$ cat config.mk
export PLATFORM = sky130hd
export DESIGN_NAME = uart_hex_display
export DESIGN_NICKNAME = d
export VERILOG_FILES = /design/src/rtl/uart_disp_defs.sv /design/src/rtl/hex_to_7seg.sv /design/src/rtl/uart_hex_display.sv
export SDC_FILE = /design/constraint.sdc
export NUM_CORES = 1
export LEC_CHECK = 0
export CAP_MARGIN = 10
export CORE_ASPECT_RATIO = 1.5
export CORE_UTILIZATION = 40
export DETAILED_ROUTE_END_ITERATION = 7
export MAX_ROUTING_LAYER = met4
export PLACE_DENSITY = 0.54
export SLEW_MARGIN = 20
export SYNTH_ARGS = -nofsm -noshare
export SYNTH_HDL_FRONTEND = slang
export SYNTH_SLANG_ARGS = --single-unit
export TNS_END_PERCENT = 1
$ cat constraint.sdc
create_clock -name clk -period 3.3 [get_ports clk]
set_input_delay 0.66 -clock clk [delete_from_list [all_inputs] [get_ports clk]]
set_output_delay 0.66 -clock clk [all_outputs]
set_load 0.1 [all_outputs]
$ cat src/rtl/uart_disp_defs.sv
// Shared definitions for the UART hex display: read FSM states, control
// characters and the active-high 7-segment glyph table.
package uart_disp_defs;

    typedef enum logic [1:0] {
        ST_IDLE = 2'd0,
        ST_POP  = 2'd1,
        ST_PROC = 2'd2
    } state_e;

    localparam logic [7:0] ASCII_CR  = 8'h0D;
    localparam logic [7:0] ASCII_LF  = 8'h0A;
    localparam logic [7:0] ASCII_ESC = 8'h1B;
    localparam logic [7:0] ASCII_BS  = 8'h08;

    // Glyphs indexed by digit value, segment a on bit 0 through g on bit 6.
    localparam logic [6:0] SEG_MAP [16] = '{
        7'h3F, 7'h06, 7'h5B, 7'h4F, 7'h66, 7'h6D, 7'h7D, 7'h07,
        7'h7F, 7'h6F, 7'h77, 7'h7C, 7'h39, 7'h5E, 7'h79, 7'h71
    };

    localparam logic [6:0] SEG_BLANK = 7'h00;

endpackage

$ cat src/rtl/hex_to_7seg.sv
// Combinational hex-digit to active-high segment pattern, with blanking.
module hex_to_7seg
    import uart_disp_defs::*;
(
    input  logic [3:0] value_i,
    input  logic       blank_i,
    output logic [6:0] seg_o
);

    assign seg_o = blank_i ? SEG_BLANK : SEG_MAP[value_i];

endmodule

$ cat src/rtl/uart_hex_display.sv
// Pops bytes from a UART receive FIFO, shifts ASCII hex characters into a
// 4-digit register and scans it onto a common-anode 7-segment display.
module uart_hex_display
    import uart_disp_defs::*;
#(
    parameter int SCAN_DIV    = 100000,
    parameter int SCAN_WIDTH  = 17,
    parameter bit SEG_ACT_LOW = 1'b1
) (
    input  logic       clk,
    input  logic       rst_n,
    input  logic       rx_empty,
    input  logic [7:0] rd_data,
    output logic       rd_uart,
    output logic [3:0] an,
    output logic [6:0] seg,
    output logic       dp,
    output logic       err
);

    localparam logic [SCAN_WIDTH-1:0] SCAN_LAST = SCAN_WIDTH'(SCAN_DIV - 1);
    localparam logic [6:0]            SEG_OFF   = SEG_ACT_LOW ? 7'h7F : 7'h00;
    localparam logic                  DP_OFF    = SEG_ACT_LOW;

    state_e                state_q, state_d;
    logic [7:0]            byte_q, byte_d;
    logic [3:0]            digit_q [4];
    logic [3:0]            digit_d [4];
    logic [3:0]            blank_q, blank_d;
    logic                  err_q, err_d;
    logic [SCAN_WIDTH-1:0] cnt_q, cnt_d;
    logic [1:0]            idx_q, idx_d;
    logic [3:0]            an_q;
    logic [6:0]            seg_q;
    logic                  dp_q;

    logic                  is_hex;
    logic [3:0]            hex_val;
    logic [6:0]            seg_raw;
    logic                  dp_raw;

    always_comb begin
        state_d = state_q;
        byte_d  = byte_q;
        case (state_q)
            ST_IDLE: if (!rx_empty) state_d = ST_POP;
            ST_POP: begin
                byte_d  = rd_data;
                state_d = ST_PROC;
            end
            ST_PROC: state_d = ST_IDLE;
            default: state_d = ST_IDLE;
        endcase
    end

    assign rd_uart = (state_q == ST_POP);

    // Letters sit at x1..x6 in both cases, so low nibble + 9 gives 10..15.
    always_comb begin
        is_hex  = 1'b0;
        hex_val = 4'd0;
        case (byte_q) inside
            [8'h30:8'h39]: begin
                is_hex  = 1'b1;
                hex_val = byte_q[3:0];
            end
            [8'h41:8'h46], [8'h61:8'h66]: begin
                is_hex  = 1'b1;
                hex_val = byte_q[3:0] + 4'd9;
            end
            default: ;
        endcase
    end

    always_comb begin
        for (int i = 0; i < 4; i++) digit_d[i] = digit_q[i];
        blank_d = blank_q;
        err_d   = err_q;
        if (state_q == ST_PROC) begin
            if (is_hex) begin
                for (int i = 1; i < 4; i++) digit_d[i] = digit_q[i-1];
                digit_d[0] = hex_val;
                blank_d    = {blank_q[2:0], 1'b0};
                err_d      = 1'b0;
            end else if (byte_q == ASCII_CR || byte_q == ASCII_LF) begin
                err_d = err_q;
            end else if (byte_q == ASCII_ESC) begin
                blank_d = 4'hF;
                err_d   = 1'b0;
            end else if (byte_q == ASCII_BS) begin
                for (int i = 0; i < 3; i++) digit_d[i] = digit_q[i+1];
                digit_d[3] = 4'd0;
                blank_d    = {1'b1, blank_q[3:1]};
                err_d      = 1'b0;
            end else begin
                err_d = 1'b1;
            end
        end
    end

    always_comb begin
        cnt_d = cnt_q + 1'b1;
        idx_d = idx_q;
        if (cnt_q == SCAN_LAST) begin
            cnt_d = '0;
            idx_d = idx_q + 2'd1;
        end
    end

    hex_to_7seg u_hex_to_7seg (
        .value_i (digit_q[idx_q]),
        .blank_i (blank_q[idx_q]),
        .seg_o   (seg_raw)
    );

    assign dp_raw = err_q & (idx_q == 2'd0);

    always_ff @(posedge clk or negedge rst_n) begin
        if (!rst_n) begin
            state_q <= ST_IDLE;
            byte_q  <= '0;
            for (int i = 0; i < 4; i++) digit_q[i] <= '0;
            blank_q <= 4'hF;
            err_q   <= 1'b0;
            cnt_q   <= '0;
            idx_q   <= '0;
            an_q    <= 4'hF;
            seg_q   <= SEG_OFF;
            dp_q    <= DP_OFF;
        end else begin
            state_q <= state_d;
            byte_q  <= byte_d;
            for (int i = 0; i < 4; i++) digit_q[i] <= digit_d[i];
            blank_q <= blank_d;
            err_q   <= err_d;
            cnt_q   <= cnt_d;
            idx_q   <= idx_d;
            an_q    <= ~(4'b0001 << idx_q);
            seg_q   <= SEG_ACT_LOW ? ~seg_raw : seg_raw;
            dp_q    <= SEG_ACT_LOW ? ~dp_raw : dp_raw;
        end
    end

    assign an  = an_q;
    assign seg = seg_q;
    assign dp  = dp_q;
    assign err = err_q;

endmodule

Word level (Yosys, flattened, before mapping):

Memories as Yosys holds them, arrays and structs flattened.
Cells that the tools add are included.

* input port bits: 11
* register bits after elaboration: 62
* memories kept: 1
* word-level logic and storage cells: 82
* output and inout port bits: 14
* memory bits (read-only): 112

* equal/unequal tests: 10
* magnitude comparators: 9
* shifts and indexed selects: 1
* multiplexer cells: 27
* $add $sub $neg: 3
* bitwise gates (word level): 6
* reduce and logical (&&, ||, !) cells: 12

Memory list
* (no name shown): depth 16, bits a word 7, read ports 1, clocked after memory_dff 0, write ports 0, line hex_to_7seg.sv:10 `assign seg_o = blank_i ? SEG_BLANK : SEG_MAP[value_i];`

Operators with widths (count)
* 16-bit 2-to-1 mux: 4
* 4-bit 2-to-1 mux: 8
* 8-bit by 4-bit equality test with 1-bit output, second input constant: 3
* 7-bit 2-to-1 mux: 3
* 17-bit by 1-bit adder with 17-bit output, second input constant: 1
* 17-bit equality test, second input constant: 1
* 17-bit 2-to-1 mux: 1
* 8-bit by 7-bit >= comparator with 1-bit output, second input constant: 2
* 8-bit by 7-bit less-or-equal comparator with 1-bit output, second input constant: 2
* 4-bit binary-select mux with 2-bit select: 1
* 8-bit by 5-bit equality test with 1-bit output, second input constant: 1
* 8-bit by 6-bit >= comparator with 1-bit output, second input constant: 1
* 8-bit by 6-bit less-or-equal comparator with 1-bit output, second input constant: 1
* 1-bit 2-to-1 mux: 7
* 7-bit NOT: 1
* 2-bit inequality test, second input constant: 3
* 5-bit >= comparator, second input constant: 1
* 4-bit NOT with 5-bit output: 1
* 4-bit adder, second input constant: 1
* 2-bit logical NOT: 2
* 4-bit NOT: 1
* 2-bit case mux with 2 select lines: 1
* 4-bit AND reduction: 1
* 1-bit by 2-bit left shift with 4-bit output, first input constant: 1
* other kinds (17): 19

Longest topological paths before layout:

Gate-level depths: netlist of run 1.

* depth after elaboration: 10
* depth in mapped cells: 9
* gate-level depth less buffers: 7

By module:

Synthesis of run 1 repeated with hierarchy kept, for this count alone.

* cells, all modules: 283
* area, all modules: 3191.8 sq um

By module, submodules not included
* uart_hex_display: seq. area each 1571.5 sq um, cells each 250, instances 1, area an instance 2922.8 sq um
* hex_to_7seg: seq. area each 0.0 sq um, cells each 33, instances 1, area an instance 269.0 sq um

Worst setup path before layout of run 1:

OpenSTA, ideal clock, no wires.

* path kind: register to register
* start: register byte_q[0]
* end: register blank_q[0]
* period minus slack after synthesis: 2.284 ns
* data required time: 3.218 ns
* arrival: 2.202 ns
* buffers on the path: 1
* library setup time: 0.082 ns
* stages on the path, launching flop included: 9
* setup slack: 1.016 ns
* cell sequence: dfrtp_1 inv_1 ha_1 nor3b_1 a311oi_4 or2_1 buf_6 o31ai_4 mux2_4

* longest elaborated chain between the ends: 7
* elaborated cells between the ends (all ways): 23
* those cells by class: order compare: 6; eq/ne: 5; mux: 5; reduce/logical: 7

Ends and longest elaborated chain
* from (decl): line uart_hex_display.sv:26 `logic [7:0] byte_q, byte_d;`
* from (signal assigned): line uart_hex_display.sv:132 `byte_q <= byte_d;`
* 8-bit by 7-bit >= comparator with 1-bit output (no source line) or 8-bit by 7-bit less-or-equal comparator with 1-bit output (tied branches)
* 1-bit logical AND (no source line)
* 2-bit OR reduction: line uart_hex_display.sv:62 `case (byte_q) inside`
* 1-bit 2-to-1 mux (2 in series): line uart_hex_display.sv:62
* 2-bit inequality test (no source line) or 3-bit nonzero test (tied branches)
* 3-bit AND reduction (no source line)
* to (signal assigned): line uart_hex_display.sv:134 `blank_q <= blank_d;`
* to (decl): line uart_hex_display.sv:29 `logic [3:0] blank_q, blank_d;`

Several ways; a longest one is shown, not always the timed one. The select of a mux whose other input is x is not followed.
A chain may end at the register's enable or synchronous reset.

Final worst setup path of run 1:

* start: register byte_q[0]
* end: register blank_q[1]

Same word-level chain as after synthesis.

==> reports/metrics.cfg, run 1 <==
[synthesis]
synth.area.top_cells=dfrtp_1, dfstp_2, ha_1
syn_nets=303
syn_area_sq_mm=0.00314
syn_area_per_cell_sq_um=11.3
yosysSeqAreaShare=0.501
yosysWarnings=0
synth_top_area_share=0.367
ys.flop_type=dfrtp_1
yosys-top-cells-count=dfrtp_1, nand2_1, inv_1
synth_edf_count=0
synthCells=278
netlist-cell-type-count=54
synth_most_common_cell=dfrtp_1
ys_seq_elements=62
synth_top_cell_by_area=dfrtp_1
async_flop_share=1.00

[routing]
dr_total_vias=2128
wl_per_cell_um=14.7
dr.pass1.iters=4
initialDrtViolationCount=103
vias_per_cell=5.12
wl_um=6100
antenna_left=0
drcViolationCount=0

[cells_and_area]
area_delta_synth_final_pct=19.6
multiInputGateArea_sq_mm=0.00145
antennaDiodeCount=0
final_nets=334
postLayoutCellArea_sq_mm=0.00375
fillers=708
drive_gt1_frac=0.223
seqCellArea_sq_mm=0.00157

[sta]
hold_viol_final=0
period_share=0.773
drv_slew=0
finalCriticalPeriod_ns=2.55
max_freq_mhz=392
grt_setup_unrepaired=false
tns_ns=0
slew_headroom=0.414
tightest_slew_ns=0.880
setup_viol=0
finClkSkew_ns=0.00452

[critical_path]
crit_fanout=9
r2r_start=byte_q[0]$_DFFE_PN0P_
crit_slowest_cell=dfrtp_1
critPathKind=reg2reg
path_buf_inv=1
crit_family=simple AND/OR/NAND/NOR gates
cp-start-kind=register
crit_arrival_ns=2.80
cp_data_required_time_ns=3.55
cp_slowest_stage_delay_ns=0.46
worstSetupEndpointType=register
path_cells=inv_1, ha_1, nor3b_1, a311oi_4, or2_1, o31ai_4, mux2_4
cp-startpoint=byte_q[0]$_DFFE_PN0P_

[clock_network]
cts.path.max_buffers=2
cts_sinks=62
cts_resized=0
cts_tree=yes
h-tree-depth=3
post_cts_buffers=0
root_buffer=clkbuf_16
clk_latency_ns=0.32
cts_hold_buf=0
path_clk_slew_ns=0.05
numCtsBuffers=9

[floorplan]
ios=25
chipHeight_um=110
core_sq_mm=0.00761
die-width_um=74.3
rows=39
die-area_sq_mm=0.00821
initial_core_util=0.412

[pwr]
power_density_mw_per_mm2=789
vdd_drop_max_uv=397
leakage_nw=1.62

[job]
cap_violations=0

[grt]
antenna_found_initial=0
grt_use_total=0.176
grt_start_max_net_pins=40
grt_pass1_wl_um=10500
grt_overflow=0
first_global_vias=2209

[run_status]
run_status=finished clean

[place]
gp_congestion=0.771
dpl-instance-area_sq_mm=0.00345
io_buffer_count=24
hpwlAfterDp_um=4400

[min_path]
hp-start=state_q[0]$_DFFE_PN0P_
hp-class=reg2reg

-- per-layer routing --
metal,up-vias,part of all wire,track usage
met5,-,0,-
met4,0,0.0066,0.0629
met3,2,0.019,0.0547
met2,26,0.54,0.287
met1,1053,0.43,0.198
li1,1047,-,-
-- worst paths after layout --
path                                          end  slack (ns)  depth (start not counted)
setup / recovery           blank_q[1]$_DFFE_PN1P_        0.75                          7
hold / removal             state_q[0]$_DFFE_PN0P_        0.43                          1
setup reg to reg           blank_q[1]$_DFFE_PN1P_        0.75                          7
hold reg to reg            state_q[0]$_DFFE_PN0P_        0.43                          1
max in group asynchronous  blank_q[0]$_DFFE_PN1P_        2.06                          2
min in group asynchronous      cnt_q[6]$_DFF_PN0_        0.46                          1
-- through the flow --
step	cells	hold WS (ns)	worst slack (ns)	power [W]	util
global route	416	0.455	0.602	0.00311	0.493
floorplan	278	0.364	1.02	0.00185	-
global placement	400	0.417	0.793	0.00205	0.453
finish	416	0.425	0.749	0.00296	0.493
detailed placement	400	0.422	0.748	0.00206	0.453
CTS	416	0.429	0.734	0.00300	0.493
-- report_power, final --
group,switching [W],total [W],internal (W)
Clock,0.000309,0.000920,0.000611
Combinational,0.000695,0.00101,0.000314
Sequential,0.000103,0.00103,0.000932
Total,0.00111,0.00296,0.00186
-- final cells by class --
| type | instances | area share |
|---|---|---|
| clock buffers | 16 | 0.0803 |
| repair buffers | 28 | 0.0613 |
| well taps | 102 | 0.0340 |
| inverters | 19 | 0.0190 |
| flip-flops and latches | 62 | 0.419 |
| multi-input cells | 189 | 0.387 |
-- flip-flops by register name, summed over array words and instances, names as in the netlist --
signal   count
seg          7
state_q      2
err          1
cnt_q       17
blank_q      4
digit_q     16
dp           1
idx_q        2
byte_q       8
an           4
-- cell usage in the layout (no fill, tap or decap), types with 2 or more instances in the layout --
cell type and n:
nand3_1 8, o21ai_0 14, nand4_1 3, or4b_1 2
clkbuf_8 5, ha_1 14, dfstp_2 16, nand2b_1 4
and3_1 2, xnor2_1 6, o22ai_1 2, mux2_2 6
xor2_1 7, dfrtp_1 46, clkdlybuf4s50_1 9, mux2i_1 13
and2_1 2, o211ai_1 3, nor2b_1 4, nand2_1 27
clkbuf_16 9, mux2_4 2, or3_1 2, nor2_1 16
o21ai_1 4, o221ai_1 3, buf_4 18, mux4_2 5
inv_1 19, clkbuf_1 2, nor3_1 6, a22o_1 5
a21oi_1 7
-- cells by family (layout without fill, tap and decap cells) --
group,after synthesis,in the layout,share of synthesized area
buf+inv,27,63,0.0367
fa+ha+maj,14,14,0.0558
flops,62,62,0.501
simple gates,86,86,0.145
xor+xnor,13,13,0.0363
compound gates,50,50,0.117
mux,26,26,0.108
Power figures use the tool's default switching activity.
==> run 2, diff against run 1 <==
clock period = 2.36 ns   (was 3.3 ns; I/O delays follow)
==> run 2 against run 1 <==
  * Die area did not move
  * Non-clock buffer count increased by 13
  * Setup slack got worse by 0.55 ns
  * Flip-flop and latch count is the same
  * Largest power group is now combinational cells
  * Hold slack lost 0.35 ns
==> reports/metrics.cfg, run 2 (synthesized netlist as in run 1, its figures left out) <==
[run_status]
run_status=finished clean

[cells_and_area]
area_delta_synth_final_pct=24.2
final_nets=347  ; +3.9%
reg_top3=cnt_q x17, digit_q x16, byte_q x8
postLayoutCellArea_sq_mm=0.00390  ; +3.8%
largest_reg_flops=17  ; unchanged
antennaDiodeCount=0  ; unchanged
stdcell_count=429  ; +3.1%
mostFrequentLayoutCells=dfrtp_1, buf_4, nand2_1
drive_gt1_frac=0.263  ; +0.0401
final_common_cell=dfrtp_1
fillers=717  ; +1.3%
largest-register=cnt_q

[min_path]
hp-class=in2async

[critical_path]
path_buf_inv=2  ; +1
crit_fanout=5  ; -4
path_cells=inv_1, ha_1, nor3b_1, buf_4, a311oi_4, or2_4, o31ai_4, mux2_4
cp-start-kind=register
crit_arrival_ns=2.43  ; -0.37 ns
cp_slowest_stage_delay_ns=0.39  ; -0.07 ns
crit_slowest_cell=dfrtp_1
cp_data_required_time_ns=2.62  ; -0.93 ns
worstSetupEndpointType=register
critPathKind=reg2reg
crit_family=simple AND/OR/NAND/NOR gates

[clock_network]
cts_resized=0  ; unchanged
cts_tree=yes
numCtsBuffers=9  ; unchanged
cts.path.max_buffers=2  ; unchanged
cts_hold_buf=0  ; unchanged
path_clk_slew_ns=0.06  ; about the same
root_buffer=clkbuf_16
h-tree-depth=3  ; unchanged
post_cts_buffers=0  ; unchanged
clk_latency_ns=0.33  ; about the same
cts_sinks=62  ; unchanged

[pwr]
p_comb_frac=0.359  ; +0.019
power.switching_w=0.00159  ; +44%
seqPwrFrac=0.332  ; -0.017
clockPowerShare=0.309  ; about the same
p_sw_frac=0.375  ; +0.00113
leakage_nw=1.70  ; +5.2%
power_density_mw_per_mm2=1090  ; +38%
internal-power_w=0.00266  ; +43%
vdd_drop_max_uv=614  ; +55%

[grt]
first_global_vias=2222  ; +0.59%
grt_pass1_wl_um=10800  ; +3.1%
grt_overflow=0  ; unchanged
grtUsageMet3=0.0547  ; unchanged
gr-usage-met2=0.282  ; -0.00485
antenna_found_initial=0  ; unchanged
grt_use_total=0.183  ; +0.00712
grt_start_max_net_pins=45  ; +13%
met1_usage=0.216  ; +0.0173
top_usage_layer=met2

[place]
dp_cells=413  ; +3.3%
io_buffer_count=24  ; unchanged
gp_congestion=0.848  ; +10%
dpl-instance-area_sq_mm=0.00359  ; +3.9%
hpwlAfterDp_um=4470  ; +1.7%

[sta]
tns_ns=0  ; unchanged
period_share=0.917  ; +0.144
slew_headroom=0.575  ; +0.161
drv_slew=0  ; unchanged
finalCriticalPeriod_ns=2.16  ; -0.388 ns
setup_viol=0  ; unchanged
tightest_slew_ns=0.636  ; -0.244 ns
whs_ns=0.0803  ; -0.345 ns
hold_viol_final=0  ; unchanged
max_freq_mhz=462  ; +18%
grt_setup_unrepaired=false
finClkSkew_ns=0.00796  ; +0.00344 ns

[routing]
dr.pass1.iters=5  ; +1
drcViolationCount=0  ; unchanged
dr_total_vias=2184  ; +2.6%
initialDrtViolationCount=74  ; -28%
wl_um=6210  ; +1.9%
wl_per_cell_um=14.5  ; -1.2%
vias_per_cell=5.09  ; -0.48%
antenna_left=0  ; unchanged

[floorplan]
ios=25  ; unchanged
rows=39  ; unchanged
initial_core_util=0.412  ; unchanged
chipHeight_um=110  ; unchanged
core_sq_mm=0.00761  ; unchanged
die-area_sq_mm=0.00821  ; unchanged
die-width_um=74.3  ; unchanged

[job]
cap_violations=0  ; unchanged

run 2: power groups by stage:
| stage | Sequential, W | Clock (W) | Combinational, W |
|---|---|---|---|
| after floorplan | 0.00197 | 0 | 0.000623 |
| after global placement | 0.00143 | 0 | 0.00152 |
| after detailed placement | 0.00143 | 0 | 0.00153 |
| after CTS | 0.00141 | 0.00135 | 0.00153 |
| after global routing | 0.00143 | 0.00139 | 0.00164 |
| final | 0.00141 | 0.00131 | 0.00153 |
run 2: worst paths after layout:
check / start / to / slack (ns) / cells after the start
setup / recovery: byte_q[0]$_DFFE_PN0P_ / blank_q[0]$_DFFE_PN1P_ / 0.20 / 8
hold / removal: rst_n / cnt_q[6]$_DFF_PN0_ / 0.08 / 1
setup reg to reg: byte_q[0]$_DFFE_PN0P_ / blank_q[0]$_DFFE_PN1P_ / 0.20 / 8
hold reg to reg: state_q[0]$_DFFE_PN0P_ / state_q[0]$_DFFE_PN0P_ / 0.43 / 1
max in group asynchronous: rst_n / an[2]$_DFF_PN1_ / 1.63 / 2
min in group clk: state_q[0]$_DFFE_PN0P_ / state_q[0]$_DFFE_PN0P_ / 0.43 / 1
run 2: final cells by class:
type / instances / area, sq um / area share
clock inverters: 2 / 12.5 / 0.00321
inverters: 19 / 71.3 / 0.0183
well taps: 102 / 128 / 0.0328
repair buffers: 41 / 365 / 0.0938
multi-input cells: 189 / 1450 / 0.373
flip-flops and latches: 62 / 1570 / 0.403
clock buffers: 14 / 294 / 0.0755
run 2: layer usage:
layer / vias up / part of all wire / wire length (um)
met3: 5 / 0.020 / 123
li1: 1074 / - / -
met4: 0 / 0.017 / 104
met1: 1079 / 0.44 / 2700
met5: - / 0 / 0
met2: 26 / 0.53 / 3280
run 2: per-stage QoR:
stage	util	total power, W	worst slack (ns)
2_1_floorplan	-	0.00259	0.0755
3_3_place_gp	0.471	0.00295	0.172
3_5_place_dp	0.471	0.00296	0.147
4_1_cts	0.512	0.00429	0.117
5_1_grt	0.512	0.00446	0.0262
6_report	0.512	0.00425	0.196
==> run 3, diff against run 2 <==
CTS_CLUSTER_DIAMETER = 100   (was default)
==> results of run 3 <==
Same layout as run 2: the final DEF is identical, and so are final timing and power.
